<file path="src/rtl/ctrl_alu_pipe_if.sv">
// ctrl_alu_pipe_if: op/result bus of the control-transfer ALU; master drives ops, slave is the ALU.
interface ctrl_alu_pipe_if #(
    parameter int DATA_W = 32,
    parameter int PC_W   = 32,
    parameter int IMMD_W = 16,
    parameter int OPC_W  = 8,
    parameter int TAG_W  = 6
);
    logic              valid_i;
    logic              ready_o;
    logic [OPC_W-1:0]  opcode_i;
    logic [DATA_W-1:0] data1_i;
    logic [DATA_W-1:0] data2_i;
    logic [IMMD_W-1:0] immd_i;
    logic [PC_W-1:0]   pc_i;
    logic [PC_W-1:0]   pred_target_i;
    logic              pred_dir_i;
    logic [TAG_W-1:0]  tag_i;
    logic              stall_i;
    logic              flush_i;
    logic              valid_o;
    logic [PC_W-1:0]   result_o;
    logic [PC_W-1:0]   next_pc_o;
    logic              direction_o;
    logic [7:0]        flags_o;
    logic [TAG_W-1:0]  tag_o;
    logic              recover_o;

    modport master (
        output valid_i, opcode_i, data1_i, data2_i, immd_i, pc_i, pred_target_i, pred_dir_i, tag_i,
               stall_i, flush_i,
        input  ready_o, valid_o, result_o, next_pc_o, direction_o, flags_o, tag_o, recover_o
    );
    modport slave (
        input  valid_i, opcode_i, data1_i, data2_i, immd_i, pc_i, pred_target_i, pred_dir_i, tag_i,
               stall_i, flush_i,
        output ready_o, valid_o, result_o, next_pc_o, direction_o, flags_o, tag_o, recover_o
    );
endinterface

</file>
<file path="src/rtl/ctrl_alu_pipe.sv">
// ctrl_alu_pipe: 2-stage jump/branch resolver with a RECOVER state that squashes younger ops until flush.
// Define CTRL_ALU_STATS_EN to add saturating branch_cnt_o / mispred_cnt_o counters.
`ifndef JUMP
`define JUMP 1
`define JAL  2
`define JR   3
`define JALR 4
`define BEQ  5
`define BNE  6
`define BLEZ 7
`define BGTZ 8
`define BLTZ 9
`define BGEZ 10
`define BC1F 11
`define BC1T 12
`endif

module ctrl_alu_pipe #(
    parameter int DATA_W   = 32,
    parameter int PC_W     = 32,
    parameter int IMMD_W   = 16,
    parameter int OPC_W    = 8,
    parameter int TARGET_W = 26,
    parameter int TAG_W    = 6
) (
    input  logic clk,
    input  logic reset,
`ifdef CTRL_ALU_STATS_EN
    output logic [31:0] branch_cnt_o,
    output logic [31:0] mispred_cnt_o,
`endif
    ctrl_alu_pipe_if.slave bus
);
    localparam logic [OPC_W-1:0] OP_J    = OPC_W'(`JUMP);
    localparam logic [OPC_W-1:0] OP_JAL  = OPC_W'(`JAL);
    localparam logic [OPC_W-1:0] OP_JR   = OPC_W'(`JR);
    localparam logic [OPC_W-1:0] OP_JALR = OPC_W'(`JALR);
    localparam logic [OPC_W-1:0] OP_BEQ  = OPC_W'(`BEQ);
    localparam logic [OPC_W-1:0] OP_BNE  = OPC_W'(`BNE);
    localparam logic [OPC_W-1:0] OP_BLEZ = OPC_W'(`BLEZ);
    localparam logic [OPC_W-1:0] OP_BGTZ = OPC_W'(`BGTZ);
    localparam logic [OPC_W-1:0] OP_BLTZ = OPC_W'(`BLTZ);
    localparam logic [OPC_W-1:0] OP_BGEZ = OPC_W'(`BGEZ);
    localparam logic [OPC_W-1:0] OP_BC1F = OPC_W'(`BC1F);
    localparam logic [OPC_W-1:0] OP_BC1T = OPC_W'(`BC1T);
    localparam logic [0:0] RUN     = 1'b0;
    localparam logic [0:0] RECOVER = 1'b1;

    logic [0:0]        state_q, state_d;
    logic              s1_valid_q, s1_valid_d;
    logic [OPC_W-1:0]  s1_opc_q;
    logic [DATA_W-1:0] s1_d1_q, s1_d2_q;
    logic [IMMD_W-1:0] s1_immd_q;
    logic [PC_W-1:0]   s1_pc_q, s1_pt_q;
    logic              s1_pd_q;
    logic [TAG_W-1:0]  s1_tag_q;
    logic              valid_q, valid_d;
    logic [PC_W-1:0]   result_q, result_d, next_pc_q, next_pc_d;
    logic              dir_q, dir_d;
    logic [7:0]        flags_q, flags_d;
    logic [TAG_W-1:0]  tag_q;
    logic              hold, consume, mis_consume, load, accept;
    logic [PC_W-1:0]   pc8, simm, jtgt, d1pc;
    logic              neg, zero, taken, is_cond, is_jump, is_ind, is_link, is_fp, known, mis;

    assign hold        = valid_q && bus.stall_i;
    assign consume     = valid_q && !bus.stall_i;
    assign mis_consume = consume && flags_q[0];
    assign bus.ready_o = state_q == RECOVER || !(hold && s1_valid_q);
    assign load        = bus.valid_i && bus.ready_o && !bus.flush_i;
    // ops arriving in RECOVER or alongside the mispredict consume are younger work: drop them
    assign accept      = load && state_q == RUN && !mis_consume;

    assign state_d    = bus.flush_i ? RUN : mis_consume ? RECOVER : state_q;
    assign s1_valid_d = !bus.flush_i && (accept || (hold && s1_valid_q));
    assign valid_d    = !bus.flush_i && (hold || (s1_valid_q && !mis_consume));

    assign pc8  = s1_pc_q + PC_W'(8);
    assign simm = {{(PC_W-IMMD_W-2){s1_immd_q[IMMD_W-1]}}, s1_immd_q, 2'b00};
    assign jtgt = {s1_pc_q[PC_W-1:TARGET_W+2], s1_pt_q[TARGET_W-1:0], 2'b00};
    assign d1pc = PC_W'(s1_d1_q);
    assign neg  = s1_d1_q[DATA_W-1];
    assign zero = s1_d1_q == '0;

    always_comb begin
        is_cond = 1'b0;
        taken = 1'b0;
        case (s1_opc_q)
            OP_BEQ:  {is_cond, taken} = {1'b1, s1_d1_q == s1_d2_q};
            OP_BNE:  {is_cond, taken} = {1'b1, s1_d1_q != s1_d2_q};
            OP_BLEZ: {is_cond, taken} = {1'b1, neg || zero};
            OP_BGTZ: {is_cond, taken} = {1'b1, !neg && !zero};
            OP_BLTZ: {is_cond, taken} = {1'b1, neg};
            OP_BGEZ: {is_cond, taken} = {1'b1, !neg};
            default: ;
        endcase
    end

    assign is_jump = s1_opc_q == OP_J || s1_opc_q == OP_JAL;
    assign is_ind  = s1_opc_q == OP_JR || s1_opc_q == OP_JALR;
    assign is_link = s1_opc_q == OP_JAL || s1_opc_q == OP_JALR;
    assign is_fp   = s1_opc_q == OP_BC1F || s1_opc_q == OP_BC1T;
    assign known   = is_jump || is_ind || is_cond || is_fp;
    assign mis     = is_ind ? d1pc != s1_pt_q : is_cond && taken != s1_pd_q;

    assign result_d  = is_link ? pc8 : '0;
    assign next_pc_d = is_jump ? jtgt : is_ind ? d1pc : is_cond ? (taken ? pc8 + simm : pc8) : '0;
    assign dir_d     = is_cond && taken;
    assign flags_d   = {2'b00, is_ind, is_cond, is_link, known, 1'b0, mis};

    always_ff @(posedge clk) begin
        if (reset) begin
            state_q    <= RUN;
            s1_valid_q <= 1'b0;
            valid_q    <= 1'b0;
            result_q   <= '0;
            next_pc_q  <= '0;
            dir_q      <= 1'b0;
            flags_q    <= '0;
            tag_q      <= '0;
        end else begin
            state_q    <= state_d;
            s1_valid_q <= s1_valid_d;
            valid_q    <= valid_d;
            if (!hold && s1_valid_q) begin
                result_q  <= result_d;
                next_pc_q <= next_pc_d;
                dir_q     <= dir_d;
                flags_q   <= flags_d;
                tag_q     <= s1_tag_q;
            end
        end
    end

    always_ff @(posedge clk) begin
        if (load) begin
            s1_opc_q  <= bus.opcode_i;
            s1_d1_q   <= bus.data1_i;
            s1_d2_q   <= bus.data2_i;
            s1_immd_q <= bus.immd_i;
            s1_pc_q   <= bus.pc_i;
            s1_pt_q   <= bus.pred_target_i;
            s1_pd_q   <= bus.pred_dir_i;
            s1_tag_q  <= bus.tag_i;
        end
    end

    assign bus.valid_o     = valid_q;
    assign bus.result_o    = result_q;
    assign bus.next_pc_o   = next_pc_q;
    assign bus.direction_o = dir_q;
    assign bus.flags_o     = flags_q;
    assign bus.tag_o       = tag_q;
    assign bus.recover_o   = state_q == RECOVER;

`ifdef CTRL_ALU_STATS_EN
    logic [31:0] branch_cnt_q, mispred_cnt_q;

    always_ff @(posedge clk) begin
        if (reset) begin
            branch_cnt_q  <= '0;
            mispred_cnt_q <= '0;
        end else if (consume) begin
            if (flags_q[2] && branch_cnt_q != '1) branch_cnt_q <= branch_cnt_q + 32'd1;
            if (flags_q[0] && mispred_cnt_q != '1) mispred_cnt_q <= mispred_cnt_q + 32'd1;
        end
    end

    assign branch_cnt_o  = branch_cnt_q;
    assign mispred_cnt_o = mispred_cnt_q;
`endif
endmodule
</file>
<file path="src/flat_wrapper.sv">
// flat-port wrapper written by rule: the top's interface ports become plain ports
module ctrl_alu_pipe_flat 
#(
    parameter int DATA_W   = 32,
    parameter int PC_W     = 32,
    parameter int IMMD_W   = 16,
    parameter int OPC_W    = 8,
    parameter int TARGET_W = 26,
    parameter int TAG_W    = 6
)
  (clk, reset, bus_valid_i, bus_opcode_i, bus_data1_i, bus_data2_i, bus_immd_i, bus_pc_i, bus_pred_target_i, bus_pred_dir_i, bus_tag_i, bus_stall_i, bus_flush_i, bus_ready_o, bus_valid_o, bus_result_o, bus_next_pc_o, bus_direction_o, bus_flags_o, bus_tag_o, bus_recover_o);
  ctrl_alu_pipe_if #(.DATA_W(DATA_W), .PC_W(PC_W), .IMMD_W(IMMD_W), .OPC_W(OPC_W), .TAG_W(TAG_W)) bus_i ();
  input  logic clk;
  input  logic reset;
  input wire logic [$bits(bus_i.valid_i)-1:0] bus_valid_i;
  input wire logic [$bits(bus_i.opcode_i)-1:0] bus_opcode_i;
  input wire logic [$bits(bus_i.data1_i)-1:0] bus_data1_i;
  input wire logic [$bits(bus_i.data2_i)-1:0] bus_data2_i;
  input wire logic [$bits(bus_i.immd_i)-1:0] bus_immd_i;
  input wire logic [$bits(bus_i.pc_i)-1:0] bus_pc_i;
  input wire logic [$bits(bus_i.pred_target_i)-1:0] bus_pred_target_i;
  input wire logic [$bits(bus_i.pred_dir_i)-1:0] bus_pred_dir_i;
  input wire logic [$bits(bus_i.tag_i)-1:0] bus_tag_i;
  input wire logic [$bits(bus_i.stall_i)-1:0] bus_stall_i;
  input wire logic [$bits(bus_i.flush_i)-1:0] bus_flush_i;
  output wire logic [$bits(bus_i.ready_o)-1:0] bus_ready_o;
  output wire logic [$bits(bus_i.valid_o)-1:0] bus_valid_o;
  output wire logic [$bits(bus_i.result_o)-1:0] bus_result_o;
  output wire logic [$bits(bus_i.next_pc_o)-1:0] bus_next_pc_o;
  output wire logic [$bits(bus_i.direction_o)-1:0] bus_direction_o;
  output wire logic [$bits(bus_i.flags_o)-1:0] bus_flags_o;
  output wire logic [$bits(bus_i.tag_o)-1:0] bus_tag_o;
  output wire logic [$bits(bus_i.recover_o)-1:0] bus_recover_o;
  assign bus_i.valid_i = bus_valid_i;
  assign bus_i.opcode_i = bus_opcode_i;
  assign bus_i.data1_i = bus_data1_i;
  assign bus_i.data2_i = bus_data2_i;
  assign bus_i.immd_i = bus_immd_i;
  assign bus_i.pc_i = bus_pc_i;
  assign bus_i.pred_target_i = bus_pred_target_i;
  assign bus_i.pred_dir_i = bus_pred_dir_i;
  assign bus_i.tag_i = bus_tag_i;
  assign bus_i.stall_i = bus_stall_i;
  assign bus_i.flush_i = bus_flush_i;
  assign bus_ready_o = bus_i.ready_o;
  assign bus_valid_o = bus_i.valid_o;
  assign bus_result_o = bus_i.result_o;
  assign bus_next_pc_o = bus_i.next_pc_o;
  assign bus_direction_o = bus_i.direction_o;
  assign bus_flags_o = bus_i.flags_o;
  assign bus_tag_o = bus_i.tag_o;
  assign bus_recover_o = bus_i.recover_o;
  ctrl_alu_pipe #(.DATA_W(DATA_W), .PC_W(PC_W), .IMMD_W(IMMD_W), .OPC_W(OPC_W), .TARGET_W(TARGET_W), .TAG_W(TAG_W)) u_core (.clk(clk), .reset(reset), .bus(bus_i));
endmodule
</file>
<file path="config.mk">
export PLATFORM = sky130hd
export DESIGN_NAME = ctrl_alu_pipe_flat
export DESIGN_NICKNAME = d
export VERILOG_FILES = /design/src/rtl/ctrl_alu_pipe_if.sv /design/src/rtl/ctrl_alu_pipe.sv /design/src/flat_wrapper.sv
export SDC_FILE = /design/constraint.sdc
export NUM_CORES = 1
export LEC_CHECK = 0
export ABC_AREA = 1
export ABC_CLOCK_PERIOD_IN_PS = 15300
export BUFFER_PORTS_ARGS = -buffer_cell sky130_fd_sc_hd__buf_2
export CELL_PAD_IN_SITES_DETAIL_PLACEMENT = 0
export CELL_PAD_IN_SITES_GLOBAL_PLACEMENT = 2
export CORE_ASPECT_RATIO = 0.5
export CORE_MARGIN = 2
export CORE_UTILIZATION = 35
export CTS_CLUSTER_SIZE = 12
export DETAILED_ROUTE_END_ITERATION = 6
export MAX_ROUTING_LAYER = met4
export PLACE_DENSITY = 0.88
export REMOVE_ABC_BUFFERS = 1
export SETUP_SLACK_MARGIN = 0.1
export SYNTH_ARGS = -nofsm -noshare
export SYNTH_HDL_FRONTEND = slang
export SYNTH_SLANG_ARGS = --single-unit
</file>
<file path="constraint.sdc">
create_clock -name clk -period 15.3 [get_ports clk]
set_input_delay 0 -clock clk [delete_from_list [all_inputs] [get_ports clk]]
set_output_delay 0 -clock clk [all_outputs]
set_load 0.03 [all_outputs]
</file>
Word level (Yosys, flattened, before mapping)
Cells that the tools add are included.

word-level totals
  logic and storage cells = 79
  bits in registers = 238
  input bits = 164

cells by class
  reductions and logical operators = 36
  add/subtract/negate cells = 2
  multiplexer cells = 8
  bitwise logic cells = 1
  equal/unequal tests = 16

operators by type and width
  operator                 number
  $mux W32                 5
  $ne A32 B32 Y1           2
  $eq A8 B4 Y1 const B     5
  $add A32 B32 Y32         1
  $add A32 B4 Y32 const B  1
  $eq A32 B32 Y1           1
  $eq A8 B3 Y1 const B     4
  $logic_not A32 Y1        1
  $eq A8 B2 Y1 const B     2
  $logic_and A1 B1 Y1      15
  $logic_or A1 B1 Y1       11
  $eq A8 B1 Y1 const B     1
  $logic_not A1 Y1         7
  $pmux W1 S6              1
  $reduce_or A6 Y1         1
  $mux W1                  2
  $reduce_or A2 Y1         1
  $ne A1 B1 Y1             1
  $not A1 Y1               1

Longest topological paths before layout
  word-level depth = 10
  mapped depth = 26
  mapped depth without buffers = 26

Least setup slack after synthesis
OpenSTA, ideal clock, no wires.

  kind = reg2reg
  from = register u_core.valid_q (netlist: u_core.bus.valid_o)
  to = register u_core.s1_d1_q[0] (netlist: u_core.d1pc[0]), enable pin
  data arrival time = 7,328 ps
  cell stages (with the launch flop) = 6
  buffers on the path = 0
  slack = 7,291 ps
  path through = dfxtp_1 > nand2_1 > inv_1 > nand2_1 > nor2_1 > nor2_1

between the ends
  word-level cells in the longest chain between the ends = 6

RTL lines
  what                               line                  text
  start, declared                    ctrl_alu_pipe.sv:57   logic valid_q, valid_d;
  start signal, assigned             ctrl_alu_pipe.sv:124  valid_q <= valid_d;
  $logic_and A1 B1 Y1                ctrl_alu_pipe.sv:66   assign hold = valid_q && bus.stall_i;
  $logic_and A1 B1 Y1                ctrl_alu_pipe.sv:69   assign bus.ready_o = state_q == RECOVER || !(hold && s1_valid_q);
  $logic_not A1 Y1                   ctrl_alu_pipe.sv:69
  $logic_or A1 B1 Y1                 ctrl_alu_pipe.sv:69
  $logic_and A1 B1 Y1 (2 in series)  ctrl_alu_pipe.sv:70   assign load = bus.valid_i && bus.ready_o && !bus.flush_i;
  net u_core.load                    ctrl_alu_pipe.sv:62   logic hold, consume, mis_consume, load, accept;
  end signal, assigned               ctrl_alu_pipe.sv:138  s1_d1_q <= bus.data1_i;
  end, declared                      ctrl_alu_pipe.sv:52   logic [DATA_W-1:0] s1_d1_q, s1_d2_q;

The timed path passes the listed nets, and every way through them passes these cells.
A chain may end at the register's enable or synchronous reset.

Final worst setup path
  from = register u_core.s1_pc_q[3]
  to = register u_core.next_pc_q[25] (netlist: u_core.bus.next_pc_o[25])

between the ends
  word-level cells in the longest chain between the ends = 6

RTL lines
  what                        line                  text
  start, declared             ctrl_alu_pipe.sv:54   logic [PC_W-1:0] s1_pc_q, s1_pt_q;
  start signal, assigned      ctrl_alu_pipe.sv:141  s1_pc_q <= bus.pc_i;
  $add A32 B4 Y32 (*)         ctrl_alu_pipe.sv:78   assign pc8 = s1_pc_q + PC_W'(8);
  $add A32 B32 Y32            ctrl_alu_pipe.sv:107  assign next_pc_d = is_jump ? jtgt : is_ind ? d1pc : is_cond ? (taken ? pc8 + simm : pc8) : '0;
  $mux W32 (*) (4 in series)  ctrl_alu_pipe.sv:107
  end signal, assigned        ctrl_alu_pipe.sv:127  next_pc_q <= next_pc_d;
  end, declared               ctrl_alu_pipe.sv:58   logic [PC_W-1:0] result_q, result_d, next_pc_q, next_pc_d;

Every way passes the cells marked *; elsewhere a longest branch is shown, timed or not.

==> metrics.yaml <==
run_status:
  outcome: "completed"
synthesis:
  ys_ff_latch: 238
  synthArstFlopShare_pct: 0
  synthCells: 1538
  syn-cell-area_mm2: 0.01258
  synth_cell_types: 38
  synth-warning-count: 0
  synth_edf_count: 159
  synth_area_per_cell_um2: 8.181
  synth_ff_type: "edfxtp_1"
  ys_seq_area_share_pct: 50.52
routing:
  drt-total-wl_mm: 42.34
  vias_per_cell: 4.650
  detail_route.iter0.violations: 775
  drc: 0
  vias: 11370
  ant_nets: 0
  detailedRoute.firstPassIterationCount: 5
  wl_per_cell_um: 17.32
pwr:
  leakage_nw: 7.606
  worst_ir_drop_vdd_v: 0.00007523
  finalPower_w: 0.001625
  powerDensity_mw_per_mm2: 96.89
worst_setup_path:
  cp-endpoint: "u_core.bus.next_pc_o[25]"
  r2r_setup_slack_ns: 11.44
  cp_max_fo: 6
  reg2reg_to: "u_core.bus.next_pc_o[25]"
  worst_ep_required_time_ns: 15.70
  r2r-start: "u_core.s1_pc_q[3]"
  worstSetupStartpoint: "u_core.s1_pc_q[3]"
  arrival_ns: 4.26
  crit_type: "register to register"
  cp-start-kind: "register"
  crit_path_end_kind: "register"
  reg2reg_depth: 21
clock_network:
  cts_tree: "built"
  cts_sinks: 238
  htree_levels: 1
  root_buffer: "clkbuf_16"
  cts_buffers: 26
  clk_latency_ns: 0.58
  cts_resized: 0
  clkSlewWorstSetupHoldPaths_ns: 0.08
  cts_max_path_buffers: 3
placed_design:
  dp_slack_ns: 11.45
  place_congestion: 0.8911
  port_buffers: 242
  dp_hpwl_mm: 30.76
floorplan:
  start_util_pct: 35.26
  fp.coreArea_mm2: 0.03568
  fp.dieH_um: 138.1
  die_x_um: 272.1
  rows: 49
  dieArea_mm2: 0.03757
  ios: 246
timing:
  period_needed_ns: 3.861
  drv_slew: 0
  relSlewSlack_pct: 27.28
  setup_ws_ns: 11.44
  setup_viol: 0
  rsz0062_at_grt: "no"
  tightest_slew_ns: 1.090
  tns_ns: 0
  finalHoldViolCount: 0
  skew_ns: 0.02374
  min_period_over_period_pct: 25.23
  max_freq_mhz: 259.0
global_route:
  grt_max_degree: 69
  global_route.usage.total_pct: 22.75
  antenna_found_initial: 5
  grt_overflow: 0
  grt_pass1_vias: 11170
  grt_first_pass_wirelength_mm: 63.65
layout:
  final_core_util_pct: 47.01
  fillerInstances: 3496
  final_common_cell: "nand2_1"
  drive_above_1_share_pct: 15.70
  nNetsFinal: 2132
  final_cell_mix: "nand2_1 (474), buf_2 (242), inv_1 (179)"
  area_growth_pct: 33.30
hold_path:
  hold_path_class: "primary input to register"
flow_run:
  max_cap_violations: 0
-- synth_stat cells (2+ instances only) --
library cell / count / share of area, %
nand2_1: 475 / 14
clkbuf_1: 33 / 0.98
a22oi_1: 5 / 0.30
edfxtp_1: 159 / 38
ha_1: 32 / 3.2
buf_4: 6 / 0.36
a21o_1: 3 / 0.18
nor2_2: 2 / 0.099
dfxtp_1: 79 / 13
nor4_1: 4 / 0.20
a21oi_1: 126 / 5.0
nor2_1: 117 / 3.5
nor3_1: 14 / 0.56
nand2_2: 2 / 0.099
inv_1: 179 / 5.3
o21a_1: 7 / 0.42
and2_1: 4 / 0.20
or2_2: 9 / 0.45
o22ai_1: 2 / 0.099
o21bai_1: 5 / 0.30
nand3b_1: 7 / 0.42
nand3_1: 106 / 4.2
o21ai_0: 43 / 1.7
buf_2: 8 / 0.32
xor2_1: 41 / 2.9
xnor2_1: 45 / 3.1
nand4_1: 14 / 0.70
-- cell families (layout without fill, tap and decap cells) --
group                    count (synthesis)  in the layout  share of synthesized area, %
other                                    1              8                       0.02980
AO/OA/AOI/OAI                          195            195                         8.254
flip-flops                             238            238                         50.52
AND/OR/NAND/NOR                        757            757                         24.81
adder cells (fa/ha/maj)                 33             33                         3.341
buffers and inverters                  228            643                         7.060
XOR/XNOR                                86             86                         5.986
-- area by class of cell --
class	instances	area, um^2	share of cell area, %
sequential	238	6356	37.90
multi-input combinational	1074	5369	32.01
timing repair buffer	414	2910	17.35
clock buffer	41	747.0	4.454
inverter	181	679.4	4.051
tap	484	605.6	3.611
clock inverter	7	92.59	0.5520
antenna	5	12.51	0.07460
-- routing by layer --
| layer | track usage (%) | vias up | routed length (um) |
|---|---|---|---|
| met4 | 5.928 | 0 | 1065 |
| li1 | - | 5802 | - |
| met5 | - | - | 0 |
| met1 | 29.83 | 5221 | 19220 |
| met3 | 3.717 | 65 | 2169 |
| met2 | 36.69 | 277 | 19880 |
-- stage by stage --
stage	hold slack (ns)	area, um^2	cells
floorplan	0.06907	12380	1493
global placement	0.1773	14290	2228
detailed placement	0.1781	14290	2228
CTS	0.1121	16760	2439
global route	0.1147	16770	2444
finish	0.1352	16770	2444
-- flip-flops by register name, summed over array words and instances, names as in the netlist, 8 cells and up --
name,flops
u_core.bus.next_pc_o,32
u_core.s1_immd_q,16
u_core.s1_pc_q,32
u_core.s1_d2_q,32
u_core.d1pc,32
u_core.s1_opc_q,8
u_core.bus.result_o,32
u_core.s1_pt_q,32
-- worst min path at each step --
stage	from	end	slack (ns)	cells past startpoint
2_1_floorplan	reset	u_core.bus.next_pc_o[0]	0.07	1
3_3_place_gp	bus_data1_i[11]	u_core.d1pc[11]	0.18	1
3_5_place_dp	bus_data2_i[25]	u_core.s1_d2_q[25]	0.18	1
4_1_cts	bus_immd_i[4]	u_core.s1_immd_q[4]	0.11	2
5_1_grt	bus_immd_i[4]	u_core.s1_immd_q[4]	0.11	2
6_report	reset	u_core.bus.result_o[17]	0.14	3
-- power breakdown --
group	leakage, nW	total, W	switching [W]	internal [W]
sequential	2.13	0.000748	0.0000272	0.000721
combinational	5.07	0.000249	0.000143	0.000107
clock	0.405	0.000627	0.000273	0.000355
total	7.61	0.00162	0.000442	0.00118
-- timing repair --
item | 4_1_cts | 5_1_grt
setup endpoints to repair | 0 | 0
setup buffers | 0 | 0
hold endpoints to repair | 186 | 0
hold buffers | 163 | 0
-- critical path, stage by stage, from the launching register on --
cell and delay, ns:
edfxtp_1 0.48, inv_1 0.14, nor3_1 0.36, nand2_1 0.12
nor2_1 0.17, nand2_1 0.09, o21ai_0 0.45, inv_1 0.13
ha_1 0.40, nand2_1 0.11, nor2_1 0.22, nand2_1 0.09
inv_1 0.10, nand3_1 0.10, nand3_1 0.10, nand2_1 0.05
nand2_1 0.12, nand2_1 0.08, nand3_1 0.17, nand2_1 0.07
nand2_1 0.05, a21oi_1 0.05
(Power assumes the default switching activity.)
